$ cat src/rtl/mul_div_unit.sv
// Iterative signed/unsigned multiply-divide unit with HI/LO result registers and MTHI/MTLO writes.
// Latency: DONE and the result appear WIDTH+1 edges after START is accepted. BUSY is high until the FIN->IDLE edge.
// Backpressure: none. The unit ignores START and HI/LO writes while BUSY, and control stalls on BUSY.
module mul_div_unit #(
    parameter int WIDTH = 32
) (
    input  logic             CLK,
    input  logic             RST_N,
    input  logic             START,
    input  logic [1:0]       OP,
    input  logic [WIDTH-1:0] SRC_A,
    input  logic [WIDTH-1:0] SRC_B,
    input  logic             HI_WE,
    input  logic             LO_WE,
    input  logic [WIDTH-1:0] WD,
    output logic             BUSY,
    output logic             DONE,
    output logic             DIV_ZERO,
    output logic [WIDTH-1:0] HI,
    output logic [WIDTH-1:0] LO
);

    localparam int CW = $clog2(WIDTH);

    localparam logic [1:0] S_IDLE = 2'd0;
    localparam logic [1:0] S_CALC = 2'd1;
    localparam logic [1:0] S_FIN  = 2'd2;

    logic [1:0]       state;
    logic [CW-1:0]    cnt;
    logic             steps_done;
    logic             is_div;
    logic             neg_lo;
    logic             neg_hi;
    logic             b_zero;
    logic [WIDTH-1:0] acc_hi;
    logic [WIDTH-1:0] acc_lo;
    logic [WIDTH-1:0] opd;
    logic [WIDTH-1:0] hi_q;
    logic [WIDTH-1:0] lo_q;
    logic             done_q;
    logic             div_zero_q;

    // Operand magnitudes and signs; the unsigned ops (OP[0]=1) treat bit W-1 as data
    logic             sign_a;
    logic             sign_b;
    logic [WIDTH-1:0] abs_a;
    logic [WIDTH-1:0] abs_b;

    always_comb begin
        sign_a = ~OP[0] & SRC_A[WIDTH-1];
        sign_b = ~OP[0] & SRC_B[WIDTH-1];
        abs_a  = sign_a ? (~SRC_A + 1'b1) : SRC_A;
        abs_b  = sign_b ? (~SRC_B + 1'b1) : SRC_B;
    end

    // Multiply step: acc_hi:acc_lo shifts right, and the multiplier is consumed from acc_lo[0]
    logic [WIDTH:0] mul_sum;
    // Divide step: acc_hi holds the partial remainder, and acc_lo shifts the dividend out and the quotient in
    logic [WIDTH:0] div_shift;
    logic [WIDTH:0] div_diff;
    logic           div_ok;

    always_comb begin
        mul_sum   = {1'b0, acc_hi} + (acc_lo[0] ? {1'b0, opd} : {(WIDTH+1){1'b0}});
        div_shift = {acc_hi, acc_lo[WIDTH-1]};
        div_diff  = div_shift - {1'b0, opd};
        div_ok    = ~div_diff[WIDTH];
    end

    // Sign correction applied at the FIN load
    logic [2*WIDTH-1:0] prod;
    logic [2*WIDTH-1:0] prod_fix;
    logic [WIDTH-1:0]   res_hi;
    logic [WIDTH-1:0]   res_lo;

    always_comb begin
        prod     = {acc_hi, acc_lo};
        prod_fix = neg_lo ? (~prod + 1'b1) : prod;
        res_hi   = prod_fix[2*WIDTH-1:WIDTH];
        res_lo   = prod_fix[WIDTH-1:0];
        if (is_div) begin
            res_hi = neg_hi ? (~acc_hi + 1'b1) : acc_hi;
            // A divisor of zero leaves the remainder equal to the dividend and forces the quotient to all ones
            if (b_zero) begin
                res_lo = {WIDTH{1'b1}};
            end else begin
                res_lo = neg_lo ? (~acc_lo + 1'b1) : acc_lo;
            end
        end
    end

    always_ff @(posedge CLK or negedge RST_N) begin
        if (!RST_N) begin
            state      <= S_IDLE;
            cnt        <= '0;
            steps_done <= 1'b0;
            is_div     <= 1'b0;
            neg_lo     <= 1'b0;
            neg_hi     <= 1'b0;
            b_zero     <= 1'b0;
            acc_hi     <= '0;
            acc_lo     <= '0;
            opd        <= '0;
            hi_q       <= '0;
            lo_q       <= '0;
            done_q     <= 1'b0;
            div_zero_q <= 1'b0;
        end else begin
            done_q <= 1'b0;
            case (state)
                S_IDLE: begin
                    if (HI_WE) hi_q <= WD;
                    if (LO_WE) lo_q <= WD;
                    if (START) begin
                        state      <= S_CALC;
                        cnt        <= '0;
                        steps_done <= 1'b0;
                        is_div     <= OP[1];
                        neg_lo     <= sign_a ^ sign_b;
                        neg_hi     <= sign_a;
                        b_zero     <= (SRC_B == '0);
                        acc_hi     <= '0;
                        if (OP[1]) begin
                            acc_lo <= abs_a;
                            opd    <= abs_b;
                        end else begin
                            acc_lo <= abs_b;
                            opd    <= abs_a;
                        end
                    end
                end
                S_CALC: begin
                    if (!steps_done) begin
                        if (is_div) begin
                            acc_hi <= div_ok ? div_diff[WIDTH-1:0] : div_shift[WIDTH-1:0];
                            acc_lo <= {acc_lo[WIDTH-2:0], div_ok};
                        end else begin
                            acc_hi <= mul_sum[WIDTH:1];
                            acc_lo <= {mul_sum[0], acc_lo[WIDTH-1:1]};
                        end
                        cnt <= cnt + 1'b1;
                        if (cnt == CW'(WIDTH - 1)) steps_done <= 1'b1;
                    end else begin
                        state      <= S_FIN;
                        hi_q       <= res_hi;
                        lo_q       <= res_lo;
                        done_q     <= 1'b1;
                        div_zero_q <= is_div & b_zero;
                    end
                end
                S_FIN: begin
                    state <= S_IDLE;
                end
                default: begin
                    state <= S_IDLE;
                end
            endcase
        end
    end

    assign BUSY     = (state != S_IDLE);
    assign DONE     = done_q;
    assign DIV_ZERO = div_zero_q;
    assign HI       = hi_q;
    assign LO       = lo_q;

endmodule
$ cat config.mk
export PLATFORM = sky130hd
export DESIGN_NAME = mul_div_unit
export DESIGN_NICKNAME = d
export VERILOG_FILES = /design/src/rtl/mul_div_unit.sv
export SDC_FILE = /design/constraint.sdc
export NUM_CORES = 1
export LEC_CHECK = 0
export CAP_MARGIN = 40
export CORE_MARGIN = 2
export CORE_UTILIZATION = 35
export CTS_BUF_LIST = sky130_fd_sc_hd__clkbuf_4
export DETAILED_ROUTE_END_ITERATION = 16
export PLACE_DENSITY_LB_ADDON = 0.1
export SYNTH_ARGS = -nofsm -noshare
export SYNTH_HDL_FRONTEND = slang
export SYNTH_SLANG_ARGS = --single-unit
$ cat constraint.sdc
create_clock -name CLK -period 4 [get_ports CLK]
set_input_delay 0.6 -clock CLK [delete_from_list [all_inputs] [get_ports CLK]]
set_output_delay 0.6 -clock CLK [all_outputs]
set_load 0.02 [all_outputs]
==> results of run 1 <==
[worst max-delay path: cells and delay by family, from the launching register on]
| family | cells | cell delay [ps] |
|---|---|---|
| and+or+nand+nor | 2 | 260 |
| DFF | 1 | 410 |
| AOI/OAI and AO/OA | 8 | 1880 |
| xor gates and xnor gates | 1 | 170 |
| adders and majority gates | 1 | 290 |
| buffers and inverters | 3 | 470 |
[final timing paths]
path / to / slack (ps)
max in group asynchronous: acc_hi[30] / 2610
min in group asynchronous: LO[29] / 530
worst max-delay path: acc_hi[30] / 400
worst max register to register: acc_hi[30] / 400
worst min register to register: LO[16] / 500
worst min-delay path: is_div / 460
[layer usage]
metal	share of wire [%]	vias up	track usage, %
met1	47	6939	37.0
met4	2.1	0	6.70
met5	0	-	0
li1	-	7077	-
met3	6.0	56	3.74
met2	45	496	40.4
[logic make-up after synthesis]
logic type	Yosys count	synth area share, %
compound gates	620	25.2
xor+xnor	169	10.1
fa+ha+maj	72	6.26
buf+inv	178	4.66
flops	174	29.8
mux	74	5.13
simple gates	595	18.8
[cell usage after synthesis (35+ instances only)]
master    number  share of area, %
xnor2_1      111               6.6
nand2_1      202               5.2
nor2_1       195               5.0
inv_1         65               1.7
xor2_1        58               3.5
ha_1          70               6.0
o21ai_0      205               7.0
clkbuf_1      98               2.5
dfrtp_1      174                30
a21oi_1      196               6.7
o22ai_1       35               1.5
nor3_1        38               1.3
mux2i_1       67               4.6
[what timing repair did]
action                     4_1_cts  5_1_grt
gates resized for setup          0        1
setup endpoints to repair        0        1
hold buffers                     1        0
hold endpoints to repair        33        0
[metrics by stage]
| step | worst slack, ps | power [W] | instances | instance area [um2] |
|---|---|---|---|---|
| global route | 65.1 | 0.0184 | 2583 | 17500 |
| detailed placement | 162 | 0.0158 | 2550 | 17200 |
| floorplan | 833 | 0.0115 | 1882 | 14600 |
| global placement | 192 | 0.0156 | 2548 | 17200 |
| CTS | 311 | 0.0169 | 2582 | 17500 |
| finish | 395 | 0.0170 | 2584 | 17500 |
[flip-flops by register name, summed over array words and instances, names as in the netlist]
| signal | flops |
|---|---|
| acc_lo | 32 |
| neg_hi | 1 |
| b_zero | 1 |
| DIV_ZERO | 1 |
| cnt | 5 |
| HI | 32 |
| acc_hi | 32 |
| neg_lo | 1 |
| steps_done | 1 |
| DONE | 1 |
| LO | 32 |
| state | 2 |
| is_div | 1 |
| opd | 32 |
[cell type report]
class                   count  area [um2]
flip-flops and latches    174        4360
well taps                 532         666
clock inverters            14         150
inverters                  68         255
repair buffers            247        2340
fillers                  4204       23500
clock buffers              17         128
multi-input cells        1530        9630
diodes                      2        5.00
[power groups by stage]
stage / registers [W] / clock network (W) / logic (W)
after global routing: 0.00375 / 0.00121 / 0.0135
after floorplan: 0.00368 / 0 / 0.00785
final: 0.00364 / 0.00112 / 0.0122
after CTS: 0.00362 / 0.00114 / 0.0122
after detailed placement: 0.00367 / 0 / 0.0121
after global placement: 0.00364 / 0 / 0.0120
==> impl_metrics.env, run 1 <==
export IMPL_status="finished clean"
export IMPL_clock_power_share_pct=6.6
export IMPL_cts_root_buf="clkbuf_4"
export IMPL_mostFrequentLayoutCells="o21ai_0, nand2_1, a21oi_1, nor2_1, dfrtp_1"
export IMPL_core_area_mm2=0.0410
export IMPL_die_area_mm2=0.0434
export IMPL_vias_per_cell=5.64
export IMPL_clock_fmax_ghz=0.277
export IMPL_synth_ff_type="dfrtp_1"
export IMPL_grt_total_usage_pct=25.8
export IMPL_initialDrtViolationCount=1084
export IMPL_grt_pass1_vias=13900
export IMPL_rr_worst_depth=15
export IMPL_fin_crit_sh_pct=90.1
export IMPL_ys_warn_count=0
export IMPL_critPathMaxStageDelay_ps=460
export IMPL_utilization_pct=42.7
export IMPL_clock_latency_ps=680
export IMPL_first_pass_iters=8
export IMPL_grt_pass1_wl_um=85600
export IMPL_startpoint="acc_lo[0]"
export IMPL_critical_path_most_common_cell="o21ai_0"
export IMPL_setup_viol_count_final=0
export IMPL_power_frac_seq_pct=21.4
export IMPL_critPathLaunchType="register"
export IMPL_cp_required_ps=4570
export IMPL_synthArstFlopShare_pct=100
export IMPL_fin_setup_tns_ps=0
export IMPL_vias=14600
export IMPL_hold_violations=0
export IMPL_netlist_area_mm2=0.0146
export IMPL_area_growth_pct=19.9
export IMPL_rows=74
export IMPL_rr_startpoint="acc_lo[0]"
export IMPL_cts_made_buffers=17
export IMPL_cp_max_fo=20
export IMPL_rsz0062_at_grt="no"
export IMPL_skew_ps=38.4
export IMPL_leakage_nw=7.36
export IMPL_arrival_ps=4170
export IMPL_drive_above_1_share_pct=7.07
export IMPL_ctsLongestPathBuffers=2
export IMPL_nNetsFinal=2213
export IMPL_htreeDepth=4
export IMPL_synth_edf_count=0
export IMPL_routedWlPerCell_um=21.9
export IMPL_power_internal_w=0.00801
export IMPL_relSlewSlack_pct=45.6
export IMPL_drc=0
export IMPL_setup_worst_path_class="reg -> reg"
export IMPL_grt_overflow_total=0
export IMPL_whs_path_depth=3
export IMPL_syn_area_per_cell_um2=7.77
export IMPL_ir_drop_uv=409
export IMPL_finalWirelength_um=56500
export IMPL_drv_cap=0
export IMPL_ant_nets=0
export IMPL_gp_congestion=0.919
export IMPL_final_common_cell="o21ai_0"
export IMPL_grt_max_degree=78
export IMPL_fin_crit_ps=3600
export IMPL_tightest_slew_ps=816
export IMPL_die_y_um=208
export IMPL_comb_power_share_pct=72.0
export IMPL_switching_share_pct=52.9
export IMPL_holdWs_ps=459
export IMPL_synth_fp_nets=2057
export IMPL_antenna_found_initial=1
export IMPL_crit_chain="inv_1 > buf_12 > nor2_1 > ha_1 > a21oi_1 > o211ai_1 > o41ai_1 > buf_4 > nand4_1 > a221oi_2 > o21ai_0 > a21oi_1 > xnor2_1 > o21ai_0 > o21ai_0"
export IMPL_synth_seq_cells=174
export IMPL_slowest_stage="o41ai_1"
export IMPL_io_buffers=169
export IMPL_cts_setup_buffers=0
export IMPL_hold_path_startpoint="OP[1]"
export IMPL_power_density_mw_per_mm2=969
export IMPL_yosysUniqueCellTypes=74
export IMPL_cts_clk_slew_worst_paths_ps=170
export IMPL_cts_tree="done"
export IMPL_start_util_pct=35.6
export IMPL_cp_end_kind="register"
export IMPL_power_switching_w=0.00898
export IMPL_cts_sinks=174
export IMPL_pin_count=170
export IMPL_die_w_um=208
export IMPL_ys_seq_area_share_pct=29.8
export IMPL_min_path_type="in -> reg"
export IMPL_synth_cells=1882
export IMPL_slew_viol_final=0
export IMPL_dp_hpwl_um=44800
Note: power is estimated with default switching activity, not from simulation.
==> run 2: changes to the inputs <==
Settings changed: CAP_MARGIN 40 to default.
==> impl_metrics.env, run 2 (synthesis gave the netlist of run 1 again) <==
export IMPL_vias=14500
export IMPL_skew_ps=33.3
export IMPL_cp_end_kind="register"
export IMPL_cp_required_ps=4590
export IMPL_final_common_cell="o21ai_0"
export IMPL_power_switching_w=0.00897
export IMPL_cts_clk_slew_worst_paths_ps=180
export IMPL_comb_power_share_pct=72.1
export IMPL_grt_total_usage_pct=25.6
export IMPL_wl_met2_um=24900
export IMPL_die_w_um=208
export IMPL_dp_hpwl_um=44800
export IMPL_clock_power_share_pct=6.3
export IMPL_min_path_type="in -> reg"
export IMPL_switching_share_pct=53.2
export IMPL_status="finished clean"
export IMPL_worst_path_buf_inv=3
export IMPL_first_pass_iters=5
export IMPL_cts_setup_buffers=0
export IMPL_crit_chain="inv_1 > buf_12 > nor2_1 > ha_1 > a21oi_1 > o211ai_1 > o41ai_1 > buf_4 > nand4_1 > a221oi_1 > o21ai_0 > a21oi_1 > xnor2_1 > o21ai_0 > o21ai_0"
export IMPL_relSlewSlack_pct=32.7
export IMPL_finalWirelength_um=56300
export IMPL_cts_made_buffers=17
export IMPL_antenna_found_initial=3
export IMPL_place_area_mm2=0.0172
export IMPL_top_layer="met4"
export IMPL_pin_count=170
export IMPL_fin_setup_tns_ps=0
export IMPL_met1Wirelength_um=26200
export IMPL_critPathMaxStageDelay_ps=470
export IMPL_rsz0062_at_grt="no"
export IMPL_initialDrtViolationCount=1169
export IMPL_ir_drop_uv=367
export IMPL_fillers=4228
export IMPL_ctsLongestPathBuffers=2
export IMPL_grt_max_degree=78
export IMPL_die_area_mm2=0.0434
export IMPL_tightest_slew_ps=1010
export IMPL_grt_pass1_wl_um=84800
export IMPL_routedWlPerCell_um=21.8
export IMPL_cts_resized=0
export IMPL_setup_worst_path_class="reg -> reg"
export IMPL_critical_path_top_delay_family="compound AO/OA/AOI/OAI gates"
export IMPL_gp_congestion=0.919
export IMPL_final_area_mm2=0.0175
export IMPL_clock_latency_ps=670
export IMPL_area_growth_pct=19.6
export IMPL_holdWs_ps=433
export IMPL_critical_path_most_common_cell="o21ai_0"
export IMPL_setup_viol_count_final=0
export IMPL_power_density_mw_per_mm2=965
export IMPL_die_y_um=208
export IMPL_grt_overflow_total=0
export IMPL_arrival_ps=4210
export IMPL_io_buffers=169
export IMPL_grt_pass1_vias=13800
export IMPL_clock_fmax_ghz=0.276
export IMPL_fin_crit_ps=3620
export IMPL_slew_viol_final=0
export IMPL_cts_root_buf="clkbuf_4"
export IMPL_wl_met3_um=3840
export IMPL_drc=0
export IMPL_power_internal_w=0.00791
export IMPL_cts_tree="done"
export IMPL_nNetsFinal=2211
export IMPL_htreeDepth=4
export IMPL_power_frac_seq_pct=21.5
export IMPL_cts_sinks=174
export IMPL_core_area_mm2=0.0410
export IMPL_mostFrequentLayoutCells="o21ai_0, nand2_1, a21oi_1, nor2_1, dfrtp_1"
export IMPL_fin_crit_sh_pct=90.5
export IMPL_slowest_stage="a221oi_1"
export IMPL_leakage_nw=7.34
export IMPL_rows=74
export IMPL_critPathLaunchType="register"
export IMPL_start_util_pct=35.6
export IMPL_cts_hold_buffers=1
export IMPL_drv_cap=0
export IMPL_power_w=0.0169
export IMPL_vias_per_cell=5.62
export IMPL_ant_nets=0
export IMPL_drive_above_1_share_pct=7.03
export IMPL_cp_max_fo=20
export IMPL_hold_violations=0
-- run 2: cell count changes in the layout (fill, tap and decap cells not counted), sizes merged --
cell / change
clkinv: +1
inv: +1
bufinv: -1
buf: -2
diode: +3
-- run 2: worst min-delay path: stages --
cell     delay (ps)
buf_2           280
nand2_1         130
o21ai_0          80
-- run 2: area by class of cell --
cell class	count	area [um2]	share of cell area [%]
Antenna cell	5	12.5	0.0716
Clock buffer	17	128	0.730
Clock inverter	15	146	0.837
Inverter	68	255	1.46
Multi-Input combinational cell	1530	9620	55.0
Sequential cell	174	4360	24.9
Tap cell	532	666	3.81
Timing Repair Buffer	245	2300	13.1
-- run 2: final timing paths --
kind | startpoint | cells after the start | endpoint | slack [ps]
max | acc_lo[0] | 15 | acc_hi[30] | 380
min reg2reg | LO[11] | 2 | LO[11] | 500
min in group asynchronous | RST_N | 2 | steps_done | 510
max in group asynchronous | RST_N | 3 | acc_hi[22] | 2620
max reg2reg | acc_lo[0] | 15 | acc_hi[30] | 380
min | OP[1] | 3 | is_div | 430
-- run 2: through the flow --
step                setup slack, ps  std cells  utilization (%)
global placement                192       2548             41.9
detailed placement              187       2548             41.9
floorplan                       833       1882                -
CTS                             426       2581             42.6
global route                   49.8       2584             42.6
finish                          381       2586             42.6
-- run 2: routing by layer --
metal  vias to the layer above  global-route usage, %
li1                       7059                      -
met1                      6956                   36.3
met2                       477                   39.7
met3                        47                   4.45
met4                         0                   7.67
met5                         -                      0
-- run 2: power by group through the flow --
stage               clock (W)  combinational, W  sequential, W
global placement            0            0.0120        0.00364
detailed placement          0            0.0121        0.00367
finish                0.00107            0.0122        0.00364
floorplan                   0           0.00785        0.00368
CTS                   0.00110            0.0121        0.00362
global route          0.00117            0.0134        0.00376
